File: src/rtl/uart_receiver.sv
// uart_receiver: 8N1 serial receiver, LSB first, with a valid/ack output
// handshake and one-cycle frame_err / overrun pulses.
//
// state | meaning
// ------+-----------------------------------------------------------
// IDLE  | line idle; waits for rx_s low while armed
// START | counting down to the mid-start re-check (glitch filter)
// DATA  | sampling data bits 0..7, one per bit period
// STOP  | counting down to the stop sample, then reports the outcome
module uart_receiver #(
  parameter int CLKS_PER_BIT = 1,
  parameter int SYNC_STAGES  = 2
) (
  input  logic       clk,
  input  logic       srst_n,
  input  logic       rx,
  output logic [7:0] out,
  output logic       valid,
  input  logic       ack,
  output logic       busy,
  output logic       frame_err,
  output logic       overrun
);

  localparam int H     = (CLKS_PER_BIT - 1) / 2;
  localparam int CNT_W = $clog2(CLKS_PER_BIT) + 1;
  localparam logic [CNT_W-1:0] BIT_LOAD  = CNT_W'(CLKS_PER_BIT - 1);
  localparam logic [CNT_W-1:0] HALF_LOAD = CNT_W'((H > 0) ? H - 1 : 0);

  typedef enum logic [1:0] {IDLE, START, DATA, STOP} state_t;

  state_t                 state, state_nxt;
  logic [SYNC_STAGES-1:0] sync_q;
  logic                   rx_s;
  logic                   armed;
  logic [CNT_W-1:0]       cnt, cnt_nxt;
  logic [2:0]             idx, idx_nxt;
  logic [7:0]             stage;
  logic                   tick;
  logic                   take_bit;
  logic                   stop_sample;

  assign rx_s = sync_q[SYNC_STAGES-1];
  assign busy = (state != IDLE) || (armed && !rx_s);

  // rx synchronizer; resets to the idle (high) level
  always_ff @(posedge clk or negedge srst_n) begin
    if (!srst_n) sync_q <= '1;
    else         sync_q <= {sync_q[SYNC_STAGES-2:0], rx};
  end

  // next-state, bit-period down-counter and bit index
  always_comb begin
    state_nxt   = state;
    cnt_nxt     = cnt;
    idx_nxt     = idx;
    take_bit    = 1'b0;
    stop_sample = 1'b0;
    tick        = (cnt == '0);
    case (state)
      IDLE: begin
        if (armed && !rx_s) begin
          idx_nxt = 3'd0;
          // with H=0 the start re-check falls on the detect cycle itself
          if (H == 0) begin
            state_nxt = DATA;
            cnt_nxt   = BIT_LOAD;
          end else begin
            state_nxt = START;
            cnt_nxt   = HALF_LOAD;
          end
        end
      end
      START: begin
        if (tick) begin
          if (rx_s) begin
            state_nxt = IDLE;
          end else begin
            state_nxt = DATA;
            cnt_nxt   = BIT_LOAD;
          end
        end else begin
          cnt_nxt = cnt - CNT_W'(1);
        end
      end
      DATA: begin
        if (tick) begin
          take_bit = 1'b1;
          cnt_nxt  = BIT_LOAD;
          if (idx == 3'd7) state_nxt = STOP;
          else             idx_nxt   = idx + 3'd1;
        end else begin
          cnt_nxt = cnt - CNT_W'(1);
        end
      end
      STOP: begin
        if (tick) begin
          stop_sample = 1'b1;
          state_nxt   = IDLE;
        end else begin
          cnt_nxt = cnt - CNT_W'(1);
        end
      end
      default: state_nxt = IDLE;
    endcase
  end

  // state, counter and bit index registers
  always_ff @(posedge clk or negedge srst_n) begin
    if (!srst_n) begin
      state <= IDLE;
      cnt   <= '0;
      idx   <= 3'd0;
    end else begin
      state <= state_nxt;
      cnt   <= cnt_nxt;
      idx   <= idx_nxt;
    end
  end

  // data bit staging, written by bit index
  always_ff @(posedge clk or negedge srst_n) begin
    if (!srst_n)       stage      <= 8'h00;
    else if (take_bit) stage[idx] <= rx_s;
  end

  // a low stop bit (break/misalignment) disarms until the line is seen high
  always_ff @(posedge clk or negedge srst_n) begin
    if (!srst_n)                    armed <= 1'b0;
    else if (stop_sample && !rx_s)  armed <= 1'b0;
    else if (rx_s)                  armed <= 1'b1;
  end

  // output byte, handshake and status pulses; ack in the completion
  // cycle frees the slot so the new byte loads without an overrun
  always_ff @(posedge clk or negedge srst_n) begin
    if (!srst_n) begin
      out       <= 8'h00;
      valid     <= 1'b0;
      frame_err <= 1'b0;
      overrun   <= 1'b0;
    end else begin
      frame_err <= 1'b0;
      overrun   <= 1'b0;
      if (stop_sample && rx_s) begin
        if (valid && !ack) begin
          overrun <= 1'b1;
        end else begin
          out   <= stage;
          valid <= 1'b1;
        end
      end else begin
        if (stop_sample) frame_err <= 1'b1;
        if (ack)         valid     <= 1'b0;
      end
    end
  end

endmodule

File: config.mk
export PLATFORM = sky130hd
export DESIGN_NAME = uart_receiver
export DESIGN_NICKNAME = d
export VERILOG_FILES = /design/src/rtl/uart_receiver.sv
export SDC_FILE = /design/constraint.sdc
export NUM_CORES = 1
export LEC_CHECK = 0
export ABC_AREA = 1
export ABC_CLOCK_PERIOD_IN_PS = 1720
export BUFFER_PORTS_ARGS = -buffer_cell sky130_fd_sc_hd__buf_2
export CORE_MARGIN = 8
export CORE_UTILIZATION = 50
export CTS_CLUSTER_DIAMETER = 80
export CTS_CLUSTER_SIZE = 14
export DETAILED_ROUTE_END_ITERATION = 8
export PLACE_DENSITY_LB_ADDON = 0.12
export SETUP_SLACK_MARGIN = 0.05
export SLEW_MARGIN = 20
export SYNTH_ARGS = -nofsm -noshare
export SYNTH_HDL_FRONTEND = slang
export SYNTH_SLANG_ARGS = --single-unit
export TNS_END_PERCENT = 5
File: constraint.sdc
create_clock -name clk -period 1.72 [get_ports clk]
set_clock_uncertainty 0.15 [all_clocks]
set_input_delay 0.172 -clock clk [delete_from_list [all_inputs] [get_ports clk]]
set_output_delay 0.172 -clock clk [all_outputs]
set_load 0.005 [all_outputs]
# Yosys cells after proc, flatten, opt, wreduce, memory -nomap -nowiden
# Cells that the tools add are included.
# totals
word_cells	73
ff_bits	28
in_bits	4
out_inout_bits	12
# classes
bitwise	1
mux	29
n_eq_ne	11
n_reduce_logical	18
magnitude_cmp	2
n_addsub	2
# ops
op	n
$mux W1	15
$ne A2 B2 Y1 const B	7
$mux W2	6
$mux W3	3
$bwmux W8	1
$pmux W2 S4	1
$reduce_bool A2 Y1	4
$pmux W3 S2	1
$logic_and A1 B1 Y1	5
$reduce_and A5 Y1	1
$eq A2 B2 Y1 const B	2
$lt A3 B4 Y1 const B	1
$reduce_and A2 Y1	2
$reduce_and A4 Y1	1
$add A3 B1 Y3 const B	1
$demux W1 S3	1
$eq A3 B3 Y1 const B	1
$ge A3 B1 Y1 const B	1
$reduce_or A3 Y1	1
$eq A2 B1 Y1 const B	1
$logic_not A1 Y1	2
$logic_not A2 Y1	1
$pmux W1 S2	1
$logic_or A1 B1 Y1	1
2 further kinds	2

# Logic depth before layout (Yosys ltp)
# depth
ltp_word	5
mapped_depth	6
mapped_depth_nobuf	6

# Least setup slack after synthesis
# No wires, ideal clock.
# synth_path
path_kind	register to register
start	register idx[0]
end	register idx[0]
stages_incl_launch_ff	7
arrival_time_ns	1.157
period_less_slack_ns	1.425
required_ns	1.452
path_slack_ns	0.295
setup_ns	0.118
path_cell_list	dfrtp_1 -> ha_1 -> ha_1 -> inv_1 -> nand3_1 -> nand3_1 -> nand2_1
# synth_between
elab_chain_cells	4
word_cells_on_any_way	7
# synth_lines
item	line_no	rtl
start, declared	37	logic [2:0] idx, idx_nxt;
start signal, assigned	117	idx <= idx_nxt;
$add A3 B1 Y3	91	else idx_nxt = idx + 3'd1;
$mux W3	90	if (idx == 3'd7) state_nxt = STOP;
$mux W3	87	if (tick) begin
$pmux W3 S2	60	case (state)
# Parallel ways exist; a longest one is shown, timed or not. The select of a mux whose other input is x is not followed.
# A chain may end at the register's enable or synchronous reset.

# Worst setup path after layout
# layout_path
start	register state[1]
end	output port busy
# layout_between
elab_chain_cells	2
# layout_lines
item	line_no	rtl
start, declared	32	state_t state, state_nxt;
start signal, assigned	115	state <= state_nxt;
$reduce_bool A2 Y1	44	assign busy = (state != IDLE) || (armed && !rx_s);
$logic_or A1 B1 Y1	44	
end, declared	20	output logic busy,
# Every way passes these cells.

==> results.toml <==
[outcome]
status = "finished clean"

[timing]
drv_slew = 0
rsz0062_at_grt = "no"
setup_ws_ns = 0.155
fin_tns_setup_ns = 0
setup_viol = 0
max_freq_mhz = 639
fin_crit_sh_pct = 91.0
hold_ws_ns = 0.0584
worst_pin_slew_ns = 0.575
period_needed_ns = 1.56
finalHoldViolations = 0
relSlewSlack_pct = 61.7

[yosys]
yosys.area.top_type = "dfrtp_1"
yosys.area.top_type_share_pct = 52.0
synthTopCellsByArea = "dfrtp_1 (52%), nand2_1 (15%), nand3_1 (5.8%)"
ys.warnings.count = 0
ys_seq_area_share_pct = 56.4
syn_inst = 134
ys_seq_elements = 27
netlist_area_um2 = 1200
synth_nets = 140
avgSynthCellArea_um2 = 8.97
synth_cell_type_count = 17

[critical_path]
reg2reg_depth = 6
cp.required_ns = 1.40
crit_fanout = 10
startpoint_type = "register"
max_stage_delay_ns = 0.51
cp.arrival_ns = 1.24
cp-end-kind = "primary output"
worstSetupPathType = "register to primary output"
cpMaxStageDelayCell = "dfrtp_2"
crit_path_cell_trace = "nor2_1, o21ai_0, buf_2"

[floorplanning]
num_rows = 17
die_w_um = 65.0
coreArea_um2 = 2250
num_io_pins = 16
start_util_pct = 53.3
die_height_um = 65.0
fp.dieArea_um2 = 4230

[route]
dr.pass1.iters = 4
drtIter0Drc = 15
route.detailed.drc = 0
num_vias = 891
wl_per_cell_um = 11.0
vias_per_cell = 4.87
antenna_left = 0
drt-total-wl_um = 2020

[power_and_ir_drop]
p_clk_share_pct = 12.5
intPower_mw = 1.28
max-vdd-ir-drop_uv = 880
switching_share_pct = 39.1
power-per-cell-area_nw_per_um2 = 1550
comb_power_share_pct = 38.4
switchingPower_uw = 824
seqPwrFrac_pct = 49.1
p_leak_nw = 0.745

[final_layout]
fin_area_um2 = 1360
stdcell_count = 183
area_growth_syn_to_layout_pct = 13.1
antennaDiodeCount = 0
nets = 162
drive_above_1_share_pct = 20.6

[worst_hold_path]
hold_path.class = "input pin to register"
hold_depth = 4

[global_routing]
gr-total-overflow = 0
grt_pass1_wl_um = 3410
antenna_found_initial = 0
grt_pass1_vias = 801
grt_max_degree = 28
track_usage_pct = 10.0

[placed_design]
finalWeightedCongestion = 0.787
dp_hpwl_um = 1500
place_ws_ns = 0.180
port_buffers = 15
place_area_um2 = 1310
placed_cells_incl_taps = 176

[clocking]
cts_buffer_depth = 2
cts_root_buf = "clkbuf_4"
htree_levels = 1
cts.sinks = 27
clk_pin_slew_ns = 0.13
clk_latency_ns = 0.32
cts_tree = "done"
cts_inserted_buffers = 3

[job]
maxCapViolCount = 0
==> logic make-up after synthesis <==
kind of cell    count (synthesis)  share of synthesized area (%)
simple gates                   86                           34.4
flops                          27                           56.4
buf+inv                        14                           4.99
compound gates                  5                           2.08
fa+ha+maj                       2                           2.08
==> final timing paths <==
path / slack [ns] / to / startpoint
setup / recovery: 0.16 / busy / state[1]
hold / removal: 0.06 / overrun / ack
setup reg to reg: 0.17 / idx[0] / idx[1]
hold reg to reg: 0.22 / sync_q[1] / sync_q[0]
max in group asynchronous: 0.80 / state[1] / srst_n
min in group asynchronous: 0.22 / out[7] / srst_n
==> layer usage <==
metal	share of wire (%)	global-route usage (%)
met5	0	0
met4	2.0	5.72
met3	5.3	2.41
met2	46	16.3
met1	46	11.8
==> synth_stat cells, drive strengths merged <==
library cell,count
dfrtp,25
nor3,1
inv,12
nor2,15
buf,2
nand2,50
nand3,15
o21ai,5
nand4,5
dfstp,2
ha,2
==> power groups by stage <==
stage          clock, mW  combinational [mW]  sequential, mW
2_1_floorplan          0               0.573            1.03
4_1_cts            0.275               0.826            1.03
6_report           0.263               0.810            1.03
3_5_place_dp           0               0.813            1.05
3_3_place_gp           0               0.780            1.04
5_1_grt            0.298               0.949            1.07
==> layout by cell type (no fill, tap or decap), drive strengths merged <==
| cell type | count |
|---|---|
| inv | 12 |
| nor2 | 15 |
| buf | 17 |
| ha | 2 |
| o21ai | 5 |
| nor3 | 1 |
| nand2 | 50 |
| clkbuf | 4 |
| nand4 | 5 |
| dfstp | 2 |
| nand3 | 15 |
| dfrtp | 25 |
| dlygate4sd3 | 2 |
==> cell type report <==
cell class                      count  area (um^2)
Tap cell                           28         35.0
Multi-Input combinational cell     93          464
Fill cell                         202          895
Timing Repair Buffer               19          110
Sequential cell                    27          679
Inverter                           12         45.0
Clock buffer                        4         26.3
==> flip-flops by register name (all words and copies together), names as in the netlist <==
| register | count |
|---|---|
| frame_err | 1 |
| idx | 3 |
| state | 2 |
| stage | 8 |
| overrun | 1 |
| armed | 1 |
| valid | 1 |
| sync_q | 2 |
| out | 8 |
==> timing repair <==
item	CTS	global route
resized for setup	0	1
hold buffers	2	0
setup buffers	1	0
hold endpoints to repair	26	0
setup endpoints to repair	1	1
==> critical path, delay by kind of cell (launching register included) <==
family / cells / cell delay [ns]
flip-flops: 1 / 0.51
AND/OR/NAND/NOR: 1 / 0.15
buffers and inverters: 1 / 0.15
AO/OA/AOI/OAI: 1 / 0.12
==> per-stage QoR <==
stage	power [mW]	util [%]
final	2.11	60.3
after global routing	2.32	60.3
after CTS	2.13	60.3
after detailed placement	1.87	57.9
after global placement	1.82	57.9
after floorplan	1.61	-
Power figures use the tool's default switching activity.
